--- src/rtl/power_pack_pkg.sv ---
// Shared types, widths and overlap helper for the power-pack controller.
package power_pack_pkg;

   localparam int FRAME_CNT_W = 10;
   localparam int X_W         = 11;
   localparam int Y_W         = 10;
   localparam int SUM_W       = 12;

   typedef enum logic [1:0] {
      ST_WAIT   = 2'd0,
      ST_LIVE   = 2'd1,
      ST_EFFECT = 2'd2
   } pp_state_t;

   // One-axis interval intersection; 12-bit operands keep edge + size from wrapping.
   function automatic logic span_overlap(input logic [SUM_W-1:0] a,
                                         input logic [SUM_W-1:0] a_len,
                                         input logic [SUM_W-1:0] b,
                                         input logic [SUM_W-1:0] b_len);
      return (a < b + b_len) && (a + a_len > b);
   endfunction

endpackage

--- src/rtl/power_pack_ctrl_tick.sv ---
// Frame tick (vsync rising edge) plus a shared frame counter with clear and
// terminal-count compare, reused by every timed state of the controller.
module frame_tick_gen
   import power_pack_pkg::*;
(
   input  logic                   clk,
   input  logic                   reset,
   input  logic                   vsync,
   input  logic                   cnt_en,
   input  logic                   cnt_clr,
   input  logic [FRAME_CNT_W-1:0] term,
   output logic                   tick,
   output logic                   at_term
);

   logic                   vsync_q_reg;
   logic [FRAME_CNT_W-1:0] count_reg;

   assign tick    = vsync & ~vsync_q_reg;
   assign at_term = (count_reg == term);

   always_ff @(posedge clk) begin
      if (reset) begin
         vsync_q_reg <= 1'b0;
         count_reg   <= '0;
      end else begin
         vsync_q_reg <= vsync;
         if (cnt_clr) begin
            count_reg <= '0;
         end else if (tick && cnt_en) begin
            count_reg <= count_reg + 1'b1;
         end
      end
   end

endmodule

--- src/rtl/power_pack_ctrl.sv ---
// Power-pack game controller: spawn scheduling, eat detection, effect timing.
// Optional LIVE timeout is enabled by defining POWER_PACK_TIMEOUT_EN.
module power_pack_ctrl
   import power_pack_pkg::*;
#(
   parameter int SPAWN_FRAMES  = 120,
   parameter int LIFE_FRAMES   = 300,
   parameter int EFFECT_FRAMES = 180,
   parameter int PACK_W        = 20,
   parameter int PACK_H        = 20,
   parameter int BALL_SIZE     = 16
) (
   input  logic           clk,
   input  logic           reset,
   input  logic           vsync,
   input  logic [X_W-1:0] ball_x,
   input  logic [Y_W-1:0] ball_y,
   input  logic [X_W-1:0] pack_x,
   input  logic [Y_W-1:0] pack_y,
   input  logic           last_hit,
   output logic           spawn,
   output logic           eaten,
   output logic           effect_active,
   output logic           effect_owner,
   output logic [1:0]     state_dbg
);

   localparam logic [FRAME_CNT_W-1:0] SPAWN_TERM  = FRAME_CNT_W'(SPAWN_FRAMES - 1);
   localparam logic [FRAME_CNT_W-1:0] LIFE_TERM   = FRAME_CNT_W'(LIFE_FRAMES - 1);
   localparam logic [FRAME_CNT_W-1:0] EFFECT_TERM = FRAME_CNT_W'(EFFECT_FRAMES - 1);

   pp_state_t state_reg, state_next;
   logic      spawn_reg, spawn_next;
   logic      eaten_reg, eaten_next;
   logic      effect_active_reg, effect_active_next;
   logic      effect_owner_reg, effect_owner_next;

   logic                   tick, at_term, cnt_en, cnt_clr, hit;
   logic [FRAME_CNT_W-1:0] term;

   frame_tick_gen u_tick (
      .clk     (clk),
      .reset   (reset),
      .vsync   (vsync),
      .cnt_en  (cnt_en),
      .cnt_clr (cnt_clr),
      .term    (term),
      .tick    (tick),
      .at_term (at_term)
   );

   assign hit = span_overlap(SUM_W'(ball_x), SUM_W'(BALL_SIZE), SUM_W'(pack_x), SUM_W'(PACK_W)) &&
                span_overlap(SUM_W'(ball_y), SUM_W'(BALL_SIZE), SUM_W'(pack_y), SUM_W'(PACK_H));

   always_comb begin
      state_next         = state_reg;
      spawn_next         = 1'b0;
      eaten_next         = eaten_reg;
      effect_active_next = effect_active_reg;
      effect_owner_next  = effect_owner_reg;
      cnt_en             = 1'b0;
      cnt_clr            = 1'b0;
      term               = SPAWN_TERM;
      case (state_reg)
         ST_WAIT: begin
            cnt_en = 1'b1;
            if (tick && at_term) begin
               spawn_next = 1'b1;
               eaten_next = 1'b0;
               cnt_clr    = 1'b1;
               state_next = ST_LIVE;
            end
         end
         ST_LIVE: begin
            term       = LIFE_TERM;
            eaten_next = 1'b0;
`ifdef POWER_PACK_TIMEOUT_EN
            cnt_en = 1'b1;
`endif
            if (tick && hit) begin
               eaten_next         = 1'b1;
               effect_active_next = 1'b1;
               effect_owner_next  = last_hit;
               cnt_clr            = 1'b1;
               state_next         = ST_EFFECT;
            end
`ifdef POWER_PACK_TIMEOUT_EN
            else if (tick && at_term) begin
               eaten_next = 1'b1;
               cnt_clr    = 1'b1;
               state_next = ST_WAIT;
            end
`endif
         end
         ST_EFFECT: begin
            term   = EFFECT_TERM;
            cnt_en = 1'b1;
            if (tick && at_term) begin
               effect_active_next = 1'b0;
               cnt_clr            = 1'b1;
               state_next         = ST_WAIT;
            end
         end
         default: begin
            // Unused encoding: park the pack and restart the spawn schedule.
            eaten_next         = 1'b1;
            effect_active_next = 1'b0;
            cnt_clr            = 1'b1;
            state_next         = ST_WAIT;
         end
      endcase
   end

   always_ff @(posedge clk) begin
      if (reset) begin
         state_reg         <= ST_WAIT;
         spawn_reg         <= 1'b0;
         eaten_reg         <= 1'b1;
         effect_active_reg <= 1'b0;
         effect_owner_reg  <= 1'b0;
      end else begin
         state_reg         <= state_next;
         spawn_reg         <= spawn_next;
         eaten_reg         <= eaten_next;
         effect_active_reg <= effect_active_next;
         effect_owner_reg  <= effect_owner_next;
      end
   end

   assign spawn         = spawn_reg;
   assign eaten         = eaten_reg;
   assign effect_active = effect_active_reg;
   assign effect_owner  = effect_owner_reg;
   assign state_dbg     = state_reg;

endmodule
--- config.mk ---
export PLATFORM = sky130hd
export DESIGN_NAME = power_pack_ctrl
export DESIGN_NICKNAME = d
export VERILOG_FILES = /design/src/rtl/power_pack_pkg.sv /design/src/rtl/power_pack_ctrl_tick.sv /design/src/rtl/power_pack_ctrl.sv
export SDC_FILE = /design/constraint.sdc
export NUM_CORES = 1
export LEC_CHECK = 0
export BUFFER_PORTS_ARGS = -buffer_cell sky130_fd_sc_hd__clkbuf_2
export CORE_UTILIZATION = 57
export CTS_BUF_LIST = sky130_fd_sc_hd__clkbuf_4
export DETAILED_ROUTE_END_ITERATION = 7
export PLACE_DENSITY = 0.83
export REMOVE_ABC_BUFFERS = 1
export SYNTH_ARGS = -nofsm -noshare
export SYNTH_HDL_FRONTEND = slang
export SYNTH_HIERARCHICAL = 1
export SYNTH_SLANG_ARGS = --single-unit
--- constraint.sdc ---
create_clock -name clk -period 3.3 [get_ports clk]
set_clock_uncertainty 0.05 [all_clocks]
set_input_delay 0.165 -clock clk [delete_from_list [all_inputs] [get_ports clk]]
set_output_delay 0.165 -clock clk [all_outputs]
set_load 0.005 [all_outputs]
==> results.yml, run 1 <==
yosys:
  avgSynthCellArea_um2: 8.059
  synth-seq-cells: 17
  ys_top_cells_by_area: "ha_1 26%, dfxtp_1 15%, xnor2_1 9.7%"
  synth_warnings: 6
  yosysTopAreaCellShare_pct: 25.70
  yosysUniqueCellTypes: 52
  synth_edf_count: 0
  async_flop_share_pct: 0
  ys.flop_type: "dfxtp_1"
  yosys.area.top_type: "ha_1"
  synth-seq-area-share_pct: 14.56
  syn_area_um2: 2337
  synthCells: 290
clock_network:
  cts_tree: "done"
  htree_levels: 1
  cts_made_buffers: 3
  cts_buffer_depth: 2
  post_cts_resized: 0
  cts.sinks: 17
  cts_setup_buffers: 0
  holdBufCountCts: 0
  clockRootBuffer: "clkbuf_4"
  clk_pin_slew_ns: 0.09
  clock_latency_ns: 0.29
worst_hold_path:
  hold_depth: 3
  hp-start: "last_hit"
  whs_endpoint: "effect_owner"
  hold_path.class: "primary input to flop"
drt:
  wl_per_cell_um: 12.61
  ant_nets: 0
  dr_total_vias: 2244
  firstDrtPassIters: 4
  drt-total-wl_um: 4944
  viasPerCell: 5.724
  drc: 0
  drt-initial-drc-count: 84
global_routing:
  grt_pass1_wl_um: 8625
  track_usage_pct: 24.90
  antenna_found_initial: 0
  gr-total-overflow: 0
  first_global_vias: 2131
  grt_max_degree: 16
finish:
  layoutNonFillerInstCount: 392
  diodes: 0
  fillers: 301
  layout_common_cells: "51 x clkbuf_2, 48 x ha_1, 35 x inv_1"
  area_growth_pct: 14.40
  layout_commonest_cell: "clkbuf_2"
  largest_reg_flops: 10
  drive_above_1_share_pct: 20.06
  utilization_pct: 70.39
  final_net_count: 439
critical_path:
  worstPathArrival_ns: 3.09
  end_kind: "flop"
  slowest_stage: "or2_2"
  required_ns: 3.47
  crit_top_cell: "a21oi_1"
  crit_type: "primary input to flop"
  path_max_fanout: 9
  cp-start-kind: "primary input"
  ff2ff_setup_slack_ns: 0.82
  reg2reg_to: "eaten"
  rr_startpoint: "state_dbg[0]"
  crit_chain: "clkbuf_2 -> a21oi_1 -> nor3_1 -> nand3_1 -> xnor2_1 -> ha_1 -> a21o_1 -> a21oi_1 -> a32o_1 -> o22ai_2 -> nor3_2 -> or3_1 -> or2_2 -> a21oi_1"
  r2r_cells: 10
  critPathMaxStageDelay_ns: 0.40
place:
  preCtsSetupSlack_ns: 0.1089
  dp.cells: 388
  place.gp.congestion: 0.9610
  hpwl_um: 4245
  portBuffers: 51
sta:
  fin_crit_sh_pct: 88.60
  tightestPinTransition_ns: 0.5666
  fmax_mhz: 342.0
  setup_slack_ns: 0.3763
  rsz0062_at_grt: "false"
  slew_viol_final: 0
  maxSlewHeadroom_pct: 62.12
  final_hold_viol_count: 0
  finalSetupViolCount: 0
  setup_tns_ns: 0
  min_period_ns: 2.924
floorplan:
  core-area_um2: 3799
  pin_count: 52
  start_util_pct: 61.53
  rows: 22
  dieArea_um2: 4361
  die_w_um: 66.04
  die_h_um: 66.04
power_and_ir_drop:
  power_leakage_nw: 1.278
  power_density_nw_per_um2: 217.4
  vdd_ir_drop_max_mv: 0.3123
  power_mw: 0.5812
run:
  maxCapViolCount: 0
outcome:
  outcome: "finished clean"
==> how the worst max path moves through the flow <==
stage,start,to,slack [ns],depth (start not counted)
2_1_floorplan,pack_x[5],u_tick/count_reg[3],0.61,13
3_3_place_gp,pack_x[2],u_tick/count_reg[6],0.29,14
3_5_place_dp,pack_x[2],u_tick/count_reg[4],0.11,14
4_1_cts,pack_x[2],u_tick/count_reg[4],0.41,14
5_1_grt,pack_x[2],u_tick/count_reg[7],0.18,14
6_report,pack_x[2],u_tick/count_reg[4],0.38,14
==> cell usage after synthesis (2+ instances only) <==
master	count
nand3_1	15
or2_2	2
o211ai_1	2
mux2i_1	3
inv_1	35
a211o_1	2
o21a_1	2
o31ai_1	4
nor2_1	12
a21oi_1	22
conb_1	2
xnor2_1	26
nor4_1	3
or4_1	4
nor3_1	5
nand2_1	10
nor3_2	2
nor2b_1	5
o21ai_0	9
xor2_1	8
o31a_1	2
o2111a_1	2
dfxtp_1	17
nand4_1	8
o22ai_1	2
ha_1	48
nand2b_1	2
a211oi_1	2
or3_1	5
o2111ai_1	2
a21o_1	5
a21o_2	2
==> report_power, final <==
| part | switching (mW) | internal, mW | leakage, nW | total [mW] |
|---|---|---|---|---|
| logic | 0.135 | 0.117 | 1.12 | 0.252 |
| registers | 0.00432 | 0.208 | 0.138 | 0.212 |
| clock network | 0.0615 | 0.0552 | 0.0184 | 0.117 |
==> final cells by class <==
class                           count  area (µm²)  share of cell area [%]
Timing Repair Buffer               51       255.2                   9.546
Sequential cell                    17       340.3                   12.73
Tap cell                           48       60.06                   2.246
Inverter                           35       131.4                   4.913
Multi-Input combinational cell    237        1857                   69.44
Clock buffer                        4       30.03                   1.123
==> cell families (layout without fill, tap and decap cells) <==
kind of cell             Yosys count  after routing  share of synthesized area, %
multiplexers                       3              3                         1.285
other                              2              4                        0.3213
adder cells (fa/ha/maj)           48             48                         25.70
AO/OA/AOI/OAI                     65             65                         18.68
buffers and inverters             38             90                         6.317
flip-flops                        17             17                         14.56
XOR/XNOR                          34             34                         12.74
AND/OR/NAND/NOR                   83             83                         20.40
==> metal layers <==
layer  global-route usage, %  up-vias  wire length [µm]
met2                   43.37       61              2246
met1                   31.26     1022              2402
met5                       0        -                 0
met3                   4.655        6               220
met4                   6.117        0                74
li1                        -     1155                 -
==> stage by stage <==
step | hold WS [ns] | instance area, µm²
2_1_floorplan | 0.1866 | 2328
3_3_place_gp | 0.3762 | 2644
3_5_place_dp | 0.3781 | 2644
4_1_cts | 0.06651 | 2674
5_1_grt | 0.06945 | 2674
6_report | 0.07918 | 2674
==> critical path: cells and delay by family <==
| family | cells | cell delay, ns |
|---|---|---|
| adder cells (fa/ha/maj) | 1 | 0.30 |
| XOR/XNOR | 1 | 0.16 |
| buffers and inverters | 1 | 0.11 |
| AO/OA/AOI/OAI | 6 | 0.93 |
| AND/OR/NAND/NOR | 5 | 1.43 |
(Power assumes the default switching activity.)
==> run 2, diff against run 1 <==
Settings changed: CORE_ASPECT_RATIO set to 1.2, CORE_MARGIN set to 4.
==> results.yml, run 2 (synthesis gave the netlist of run 1 again) <==
sta:
  slew_viol_final: 0
  min_period_ns: 2.851
  rsz0062_at_grt: "false"
  final_hold_viol_count: 0
  tightestPinTransition_ns: 0.5329
  maxSlewHeadroom_pct: 64.37
  setup_slack_ns: 0.4490
  fmax_mhz: 350.8
  setup_tns_ns: 0
  fin_crit_sh_pct: 86.39
  finalSetupViolCount: 0
finish:
  diodes: 0
  largest_reg_flops: 10
  multiInputGateArea_um2: 1857
  layout_common_cells: "51 x clkbuf_2, 48 x ha_1, 35 x inv_1"
  fillers: 362
  drive_above_1_share_pct: 20.06
  final_net_count: 439
  regArea_um2: 340.3
  layout_commonest_cell: "clkbuf_2"
  area_growth_pct: 14.72
power_and_ir_drop:
  vdd_ir_drop_max_mv: 0.1706
  power_density_nw_per_um2: 220.6
  power_leakage_nw: 1.278
  power_mw: 0.5916
floorplan:
  rows: 25
  die_h_um: 78.15
  dieArea_um2: 5193
  start_util_pct: 59.30
  pin_count: 52
  core-area_um2: 3941
  die_w_um: 66.46
global_routing:
  track_usage_pct: 21.63
  globalRouteMet1Util_pct: 25.00
  gr-total-overflow: 0
  grt_max_degree: 16
  use_met3_pct: 4.006
  use_met2_pct: 39.72
  top_usage_layer: "met2"
  first_global_vias: 2251
  grt_pass1_wl_um: 9142
  antenna_found_initial: 0
drt:
  viasPerCell: 5.638
  firstDrtPassIters: 4
  drc: 0
  drt-initial-drc-count: 75
  wl_per_cell_um: 13.27
  dr_total_vias: 2244
  drt-total-wl_um: 5281
  ant_nets: 0
clock_network:
  htree_levels: 1
  holdBufCountCts: 0
  clockRootBuffer: "clkbuf_4"
  cts_setup_buffers: 0
  cts.sinks: 17
  cts_tree: "done"
  clock_latency_ns: 0.30
  clk_pin_slew_ns: 0.10
  cts_made_buffers: 3
  cts_buffer_depth: 2
  post_cts_resized: 0
outcome:
  outcome: "finished clean"
place:
  place.gp.congestion: 0.7983
  hpwl_um: 4537
  portBuffers: 51
  preCtsSetupSlack_ns: 0.1715
critical_path:
  cp-start-kind: "primary input"
  required_ns: 3.49
  worstPathArrival_ns: 3.04
  crit_type: "primary input to flop"
  path_max_fanout: 9
  end_kind: "flop"
worst_hold_path:
  hold_path.class: "primary input to flop"
run:
  maxCapViolCount: 0
==> run 2: cell counts in the layout (fill, tap and decap cells not counted) <==
Identical to the previous run, type by type.
==> run 2: worst paths after layout <==
check / startpoint / depth (start not counted) / to / slack (ns)
worst max-delay path: pack_x[2] / 14 / u_tick/count_reg[6] / 0.45
worst min-delay path: last_hit / 3 / effect_owner / 0.06
worst max register to register: state_dbg[0] / 10 / eaten / 0.80
worst min register to register: effect_active / 1 / effect_active / 0.42
==> run 2: metal layers <==
metal / wire length (µm) / part of all wire [%] / vias up
met1: 2234 / 42 / 1043
met3: 239 / 4.5 / 7
li1: - / - / 1150
met5: 0 / 0 / -
met2: 2737 / 52 / 44
met4: 70 / 1.3 / 0
==> run 2: critical path, cell delays in order <==
cell and delay [ns]:
clkbuf_2 0.12, a21oi_1 0.10, nor3_1 0.34, nand3_1 0.15, xnor2_1 0.15, ha_1 0.29, a21o_1 0.11, a21oi_1 0.08
a32o_1 0.23, o22ai_2 0.25, nor3_2 0.09, or3_1 0.40, or2_2 0.41, a21oi_1 0.15
==> run 2: area by class of cell <==
type / instances / area share, %
Clock buffer: 4 / 1.120
Timing Repair Buffer: 51 / 9.519
Multi-Input combinational cell: 237 / 69.25
Sequential cell: 17 / 12.69
Inverter: 35 / 4.900
Tap cell: 54 / 2.520
==> run 2: through the flow <==
step                instance area, µm²  cells  hold WS, ns  util (%)
floorplan                         2328    289       0.1866         -
detailed placement                2651    394       0.3896     67.27
finish                            2681    398      0.06283     68.03
CTS                               2681    398      0.06637     68.03
global placement                  2651    394       0.3741     67.27
global route                      2681    398      0.04312     68.03
==> run 2: power by group <==
group / internal [mW] / switching [mW]
Combinational: 0.117 / 0.135
Clock: 0.0554 / 0.0712
Sequential: 0.208 / 0.00500
